File: src/rtl/register_writeback_queue.sv
// Register file write-back queue.
// Buffers up to two result writes per cycle (primary, secondary) in an in-order FIFO and
// drains one write per cycle into a registered register-file write port. Decode-stage read
// ids are forwarded the newest pending value still in the queue or output register.
// Optional trace output is enabled by defining WRITEBACK_TRACE_EN.
module register_writeback_queue #(
  parameter int unsigned DEPTH      = 4,
  parameter int unsigned DATA_WIDTH = 32
) (
  input  logic                  clock,
  input  logic                  reset,
  input  logic                  primaryValid,
  output logic                  primaryReady,
  input  logic [4:0]            primaryId,
  input  logic [DATA_WIDTH-1:0] primaryData,
  input  logic [DATA_WIDTH-1:0] primaryPc,
  input  logic                  secondaryValid,
  output logic                  secondaryReady,
  input  logic [4:0]            secondaryId,
  input  logic [DATA_WIDTH-1:0] secondaryData,
  input  logic [DATA_WIDTH-1:0] secondaryPc,
  output logic                  writeEnabled,
  output logic [4:0]            writeId,
  output logic [DATA_WIDTH-1:0] dataWrite,
  output logic [DATA_WIDTH-1:0] programCounterWrite,
  input  logic [4:0]            readId1,
  input  logic [4:0]            readId2,
  output logic                  forwardHit1,
  output logic                  forwardHit2,
  output logic [DATA_WIDTH-1:0] forwardData1,
  output logic [DATA_WIDTH-1:0] forwardData2,
  output logic                  empty
);

  localparam int unsigned PtrW = (DEPTH > 1) ? $clog2(DEPTH) : 1;
  localparam int unsigned CntW = PtrW + 1;

  logic [PtrW-1:0]       headPtr;
  logic [PtrW-1:0]       tailPtr;
  logic [CntW-1:0]       count;
  logic [4:0]            memId   [DEPTH];
  logic [DATA_WIDTH-1:0] memData [DEPTH];
  logic [DATA_WIDTH-1:0] memPc   [DEPTH];

  logic                  doPop;
  logic                  pushPrimary;
  logic                  pushSecondary;
  logic [CntW-1:0]       freeSlots;
  logic [PtrW-1:0]       secondaryPtr;
  logic [PtrW-1:0]       fwdIdx;

  // Handshake and slot accounting; the head pop frees a slot in the same cycle.
  always_comb begin
    doPop          = (count != '0);
    freeSlots      = CntW'(DEPTH) - count + CntW'(doPop);
    primaryReady   = (freeSlots >= CntW'(1));
    pushPrimary    = primaryValid && primaryReady && (primaryId != 5'd0);
    secondaryReady = pushPrimary ? (freeSlots >= CntW'(2)) : (freeSlots >= CntW'(1));
    pushSecondary  = secondaryValid && secondaryReady && (secondaryId != 5'd0);
    // Secondary lands behind the primary so it is the younger entry.
    secondaryPtr   = tailPtr + PtrW'(pushPrimary);
  end

  // FIFO pointers and occupancy.
  always_ff @(posedge clock) begin
    if (reset) begin
      headPtr <= '0;
      tailPtr <= '0;
      count   <= '0;
    end else begin
      headPtr <= headPtr + PtrW'(doPop);
      tailPtr <= tailPtr + PtrW'(pushPrimary) + PtrW'(pushSecondary);
      count   <= count - CntW'(doPop) + CntW'(pushPrimary) + CntW'(pushSecondary);
    end
  end

  // FIFO storage; contents are qualified by count so no reset is needed.
  always_ff @(posedge clock) begin
    if (pushPrimary) begin
      memId[tailPtr]   <= primaryId;
      memData[tailPtr] <= primaryData;
      memPc[tailPtr]   <= primaryPc;
    end
    if (pushSecondary) begin
      memId[secondaryPtr]   <= secondaryId;
      memData[secondaryPtr] <= secondaryData;
      memPc[secondaryPtr]   <= secondaryPc;
    end
  end

  // Registered register-file write port; fields hold when no write is issued.
  always_ff @(posedge clock) begin
    if (reset) begin
      writeEnabled        <= 1'b0;
      writeId             <= '0;
      dataWrite           <= '0;
      programCounterWrite <= '0;
    end else if (doPop) begin
      writeEnabled        <= 1'b1;
      writeId             <= memId[headPtr];
      dataWrite           <= memData[headPtr];
      programCounterWrite <= memPc[headPtr];
    end else begin
      writeEnabled        <= 1'b0;
    end
  end

  // Newest-value forwarding: output register is oldest, later FIFO offsets override.
  always_comb begin
    forwardHit1  = 1'b0;
    forwardHit2  = 1'b0;
    forwardData1 = '0;
    forwardData2 = '0;
    fwdIdx       = '0;
    if (writeEnabled && (readId1 != 5'd0) && (writeId == readId1)) begin
      forwardHit1  = 1'b1;
      forwardData1 = dataWrite;
    end
    if (writeEnabled && (readId2 != 5'd0) && (writeId == readId2)) begin
      forwardHit2  = 1'b1;
      forwardData2 = dataWrite;
    end
    for (int i = 0; i < int'(DEPTH); i++) begin
      fwdIdx = headPtr + PtrW'(i);
      if ((CntW'(i) < count) && (readId1 != 5'd0) && (memId[fwdIdx] == readId1)) begin
        forwardHit1  = 1'b1;
        forwardData1 = memData[fwdIdx];
      end
      if ((CntW'(i) < count) && (readId2 != 5'd0) && (memId[fwdIdx] == readId2)) begin
        forwardHit2  = 1'b1;
        forwardData2 = memData[fwdIdx];
      end
    end
  end

  assign empty = (count == '0) && !writeEnabled;

`ifdef WRITEBACK_TRACE_EN
  // Trace of enqueues, drains and dropped r0 writes.
  always_ff @(posedge clock) begin
    if (!reset) begin
      if (pushPrimary) begin
        $display("WB: Enq @0x%h: r%02d <= 0x%h", primaryPc, primaryId, primaryData);
      end else if (primaryValid && primaryReady) begin
        $display("WB: Drop @0x%h", primaryPc);
      end
      if (pushSecondary) begin
        $display("WB: Enq @0x%h: r%02d <= 0x%h", secondaryPc, secondaryId, secondaryData);
      end else if (secondaryValid && secondaryReady) begin
        $display("WB: Drop @0x%h", secondaryPc);
      end
      if (doPop) begin
        $display("WB: Drain @0x%h: r%0d <= 0x%h", memPc[headPtr], memId[headPtr],
                 memData[headPtr]);
      end
    end
  end
`else
  // Trace disabled: no simulation-only logic.
`endif

endmodule

File: config.mk
export PLATFORM = sky130hd
export DESIGN_NAME = register_writeback_queue
export DESIGN_NICKNAME = d
export VERILOG_FILES = /design/src/rtl/register_writeback_queue.sv
export SDC_FILE = /design/constraint.sdc
export NUM_CORES = 1
export LEC_CHECK = 0
export ABC_AREA = 1
export CAP_MARGIN = 10
export CORE_MARGIN = 3
export CORE_UTILIZATION = 52
export CTS_BUF_LIST = sky130_fd_sc_hd__clkbuf_8 sky130_fd_sc_hd__clkbuf_16
export DETAILED_ROUTE_END_ITERATION = 6
export PLACE_DENSITY_LB_ADDON = 0.1
export SYNTH_ARGS = -nofsm -noshare
export SYNTH_HDL_FRONTEND = slang
export SYNTH_SLANG_ARGS = --single-unit
File: constraint.sdc
create_clock -name clock -period 19.8 [get_ports clock]
set_clock_uncertainty 0.1 [all_clocks]
set_input_delay 3.96 -clock clock [delete_from_list [all_inputs] [get_ports clock]]
set_output_delay 3.96 -clock clock [all_outputs]
set_load 0.02 [all_outputs]
==> metrics.log <==
[metrics] run status: finished, final reports clean
[metrics] post_cts resized: 0
[metrics] final RePlAce weighted congestion: 0.880
[metrics] Tmin final: 12,310 ps
[metrics] Wirelength per Cell: 20.5 um
[metrics] antenna violations before repair: 10
[metrics] switching share of power: 48.7%
[metrics] number of setup violations in the final report: 0
[metrics] Vias: 23,000
[metrics] number of buffers on the longest clock path: 3
[metrics] wire length of the first global-routing pass: 121,000 um
[metrics] P_leak: 0.0117 uW
[metrics] half-perimeter wire length after placement: 48,600 um
[metrics] proportion of power drawn by flip-flops and latches: 28.7%
[metrics] Post-Synthesis Net Count: 3,300
[metrics] cell area after technology mapping: 22,700 um2
[metrics] post-synthesis to final-layout area growth: 18.7%
[metrics] initial standard-cell utilization of the core: 53.3%
[metrics] cell internal pwr: 2300 uW
[metrics] buffers plus inverters on the worst setup path: 3
[metrics] critical path data arrival time: 8250 ps
[metrics] Relative slew margins: 18.7%
[metrics] kind of critical path: in -> out
[metrics] remaining global-route overflow: 0
[metrics] clock group share of total power: 17.5%
[metrics] accumulated negative setup slack: 0 ps
[metrics] number of detailed-routing iterations run before antenna repair: 7
[metrics] number of routed nets with antenna violations: 0
[metrics] Most common cell on crit path: sky130_fd_sc_hd__nand2_1
[metrics] Post-Layout Cell Count: 3,887
[metrics] final routed wirelength across all metal layers: 79,500 um
[metrics] area share of the leading cell type in the synthesized netlist: 36.6%
[metrics] top-level I/O count: 291
[metrics] Hold Violations, Final: 0
[metrics] number of fill cells in the layout: 3,739
[metrics] CTS Root Cell: sky130_fd_sc_hd__clkbuf_16
[metrics] data required time at the worst endpoint: 15,740 ps
[metrics] area of the multi-input gates: 11,200 um2
[metrics] Worst Hold Margin: 427 ps
[metrics] post-detailed-route via-to-cell ratio: 5.92
[metrics] Power Dens Cells: 167 nW/um2
[metrics] width of the chip: 215 um
[metrics] Placed Cells: 3,804
[metrics] Mapped Cells: 3,141
[metrics] clock network latency to the later pin of the worst-skew pair: 590 ps
[metrics] via count of the first global-routing pass: 21,400
[metrics] detailed-route DRC error count: 0
[metrics] Buffers on Ports: 290
[metrics] Cell variety after synth: 37
[metrics] largest net degree at the start of global routing: 111
[metrics] placement row count: 75
[metrics] maximum single-stage delay on the critical path: 1050 ps
[metrics] biggest area contributors in the synthesized netlist: sky130_fd_sc_hd__edfxtp_1, sky130_fd_sc_hd__nand2_1, sky130_fd_sc_hd__o21ai_0, sky130_fd_sc_hd__dfxtp_1, sky130_fd_sc_hd__nor2_1
[metrics] path type of the worst min-delay path: reg -> reg
[metrics] proportion of layout cells with a drive suffix above 1: 4.42%
[metrics] Synth warnings: 0
[metrics] Comb pwr share: 53.8%
[metrics] number of buffers inserted during clock tree synthesis: 41
[metrics] hold buffer count at CTS: 0
[metrics] clock tree from TritonCTS: built
[metrics] Clock transition at path regs: 60 ps
[metrics] family with the most delay on the worst path: simple AND/OR/NAND/NOR gates
[metrics] critical-path maximum fanout: 33
[metrics] final worst path period share: 62.2%
[metrics] area taken by flip-flops and latches: 9830 um2
[metrics] type of element launching the critical path: input port
[metrics] f_max: 81.2 MHz
[metrics] buffers inserted during post-CTS setup optimization: 0
[metrics] post-synthesis register bit count: 353
[metrics] max-cap viol count: 0
[metrics] most common cell after layout, fill and taps aside: sky130_fd_sc_hd__nand2_1
[metrics] sequence of cells on the critical path: clkdlybuf4s50_1, inv_1, nand3_1, nand2_1, nor2_4, nand3_2, nand2_1, nand3_1, nand2_1, nand2_1, nand2_1, clkdlybuf4s50_1
[metrics] unrepaired setup endpoints after global routing: no
[metrics] # H-tree levels: 2
[metrics] die area: 46,100 um2
[metrics] floorplan die height: 215 um
[metrics] drt first-iter violations: 2,666
[metrics] synthesized area per cell: 7.22 um2
[metrics] number of clock sinks seen by CTS: 353
[metrics] kind of end point of the critical path: output pin
[metrics] cell taking the most area after synthesis: sky130_fd_sc_hd__edfxtp_1
[metrics] worst voltage drop across the vdd grid: 0.000117 V
[metrics] net total in the final layout: 3,429
[metrics] Core Region: 42,500 um2
[metrics] Slew Viols, Final: 0
[metrics] Seq/Total Area, Yosys: 43.4%
[metrics] slew at the pin with the worst max-slew slack: 1220 ps
[metrics] total routing resource utilization after global routing: 33.2%
[metrics] slowest CP cell: sky130_fd_sc_hd__nand3_2
[metrics] net load switching power: 2180 uW
[metrics] commonest cells after routing, fill and taps aside: sky130_fd_sc_hd__nand2_1, sky130_fd_sc_hd__o21ai_0, sky130_fd_sc_hd__nor2_1
==> final timing paths <==
path                             startpoint                      to  slack, ps  cells after the start
worst min register to register  memPc[1][1]  programCounterWrite[1]        430                      2
worst max-delay path             readId1[0]         forwardData1[8]       7490                     12
worst min-delay path            memPc[1][1]  programCounterWrite[1]        430                      2
worst max register to register     count[1]            memPc[3][24]      15420                     12
==> through the flow <==
step | util [%] | power, uW | setup WS (ps) | cell area [um2]
after floorplan | - | 2840 | 9550 | 22700
after global placement | 60.0 | 3600 | 7780 | 25500
after detailed placement | 60.0 | 3640 | 7760 | 25500
after CTS | 63.3 | 4430 | 7740 | 26900
after global routing | 63.3 | 4740 | 7450 | 26900
final | 63.3 | 4480 | 7490 | 26900
==> worst register-to-register path: stages, from the launching register on <==
cell	delay [ps]
sky130_fd_sc_hd__dfxtp_1	340
sky130_fd_sc_hd__inv_1	150
sky130_fd_sc_hd__ha_1	260
sky130_fd_sc_hd__nor2_1	150
sky130_fd_sc_hd__nand2_1	100
sky130_fd_sc_hd__nor2_1	180
sky130_fd_sc_hd__nor2_1	130
sky130_fd_sc_hd__ha_1	230
sky130_fd_sc_hd__xnor2_1	570
sky130_fd_sc_hd__inv_1	240
sky130_fd_sc_hd__nand3_4	530
sky130_fd_sc_hd__buf_4	850
sky130_fd_sc_hd__o21ai_0	250
==> layout make-up <==
type	instances	area share [%]
inverters	154	2.18
clock buffers	45	4.02
well taps	577	2.68
diodes	7	0.0651
clock inverters	31	1.11
repair buffers	322	11.7
multi-input cells	2398	41.7
flip-flops and latches	353	36.5
==> cells in the mapped netlist, drive strengths merged <==
master / number
a31oi: 1
fa: 2
nand4: 67
mux2i: 64
nor2: 312
nor3b: 1
a21oi: 104
o22ai: 1
nand3: 197
buf: 141
edfxtp: 276
conb: 1
or2: 4
dfxtp: 77
and2: 1
inv: 154
nand2: 1027
o21a: 1
nor3: 3
xnor2: 3
ha: 5
clkbuf: 95
o21ai: 557
o211ai: 1
a221oi: 32
xor2: 14
==> cell families after synthesis <==
logic type      synth area share (%)
compound gates                  16.0
xor+xnor                       0.657
fa+ha+maj                      0.453
buf+inv                         7.87
other cells                   0.0165
mux                             2.83
flops                           43.4
simple gates                    28.8
==> registers in the layout, indices dropped and copies added, names as in the netlist <==
register             cells
count                    3
dataWrite               32
headPtr                  2
memData                128
memId                   20
memPc                  128
programCounterWrite     32
tailPtr                  2
writeEnabled             1
writeId                  5
==> power by group through the flow <==
stage | clock [uW] | combinational [uW] | sequential, uW
after CTS | 788 | 2360 | 1280
after global placement | 0 | 2310 | 1280
final | 786 | 2410 | 1280
after detailed placement | 0 | 2350 | 1290
after global routing | 818 | 2620 | 1310
after floorplan | 0 | 1490 | 1340
==> routing by layer <==
metal	GRT usage [%]	part of all wire, %
met3	8.74	11
met1	42.6	39
met2	52.4	45
met5	1.04	0.14
met4	15.9	4.1
Note: power is estimated with default switching activity, not from simulation.
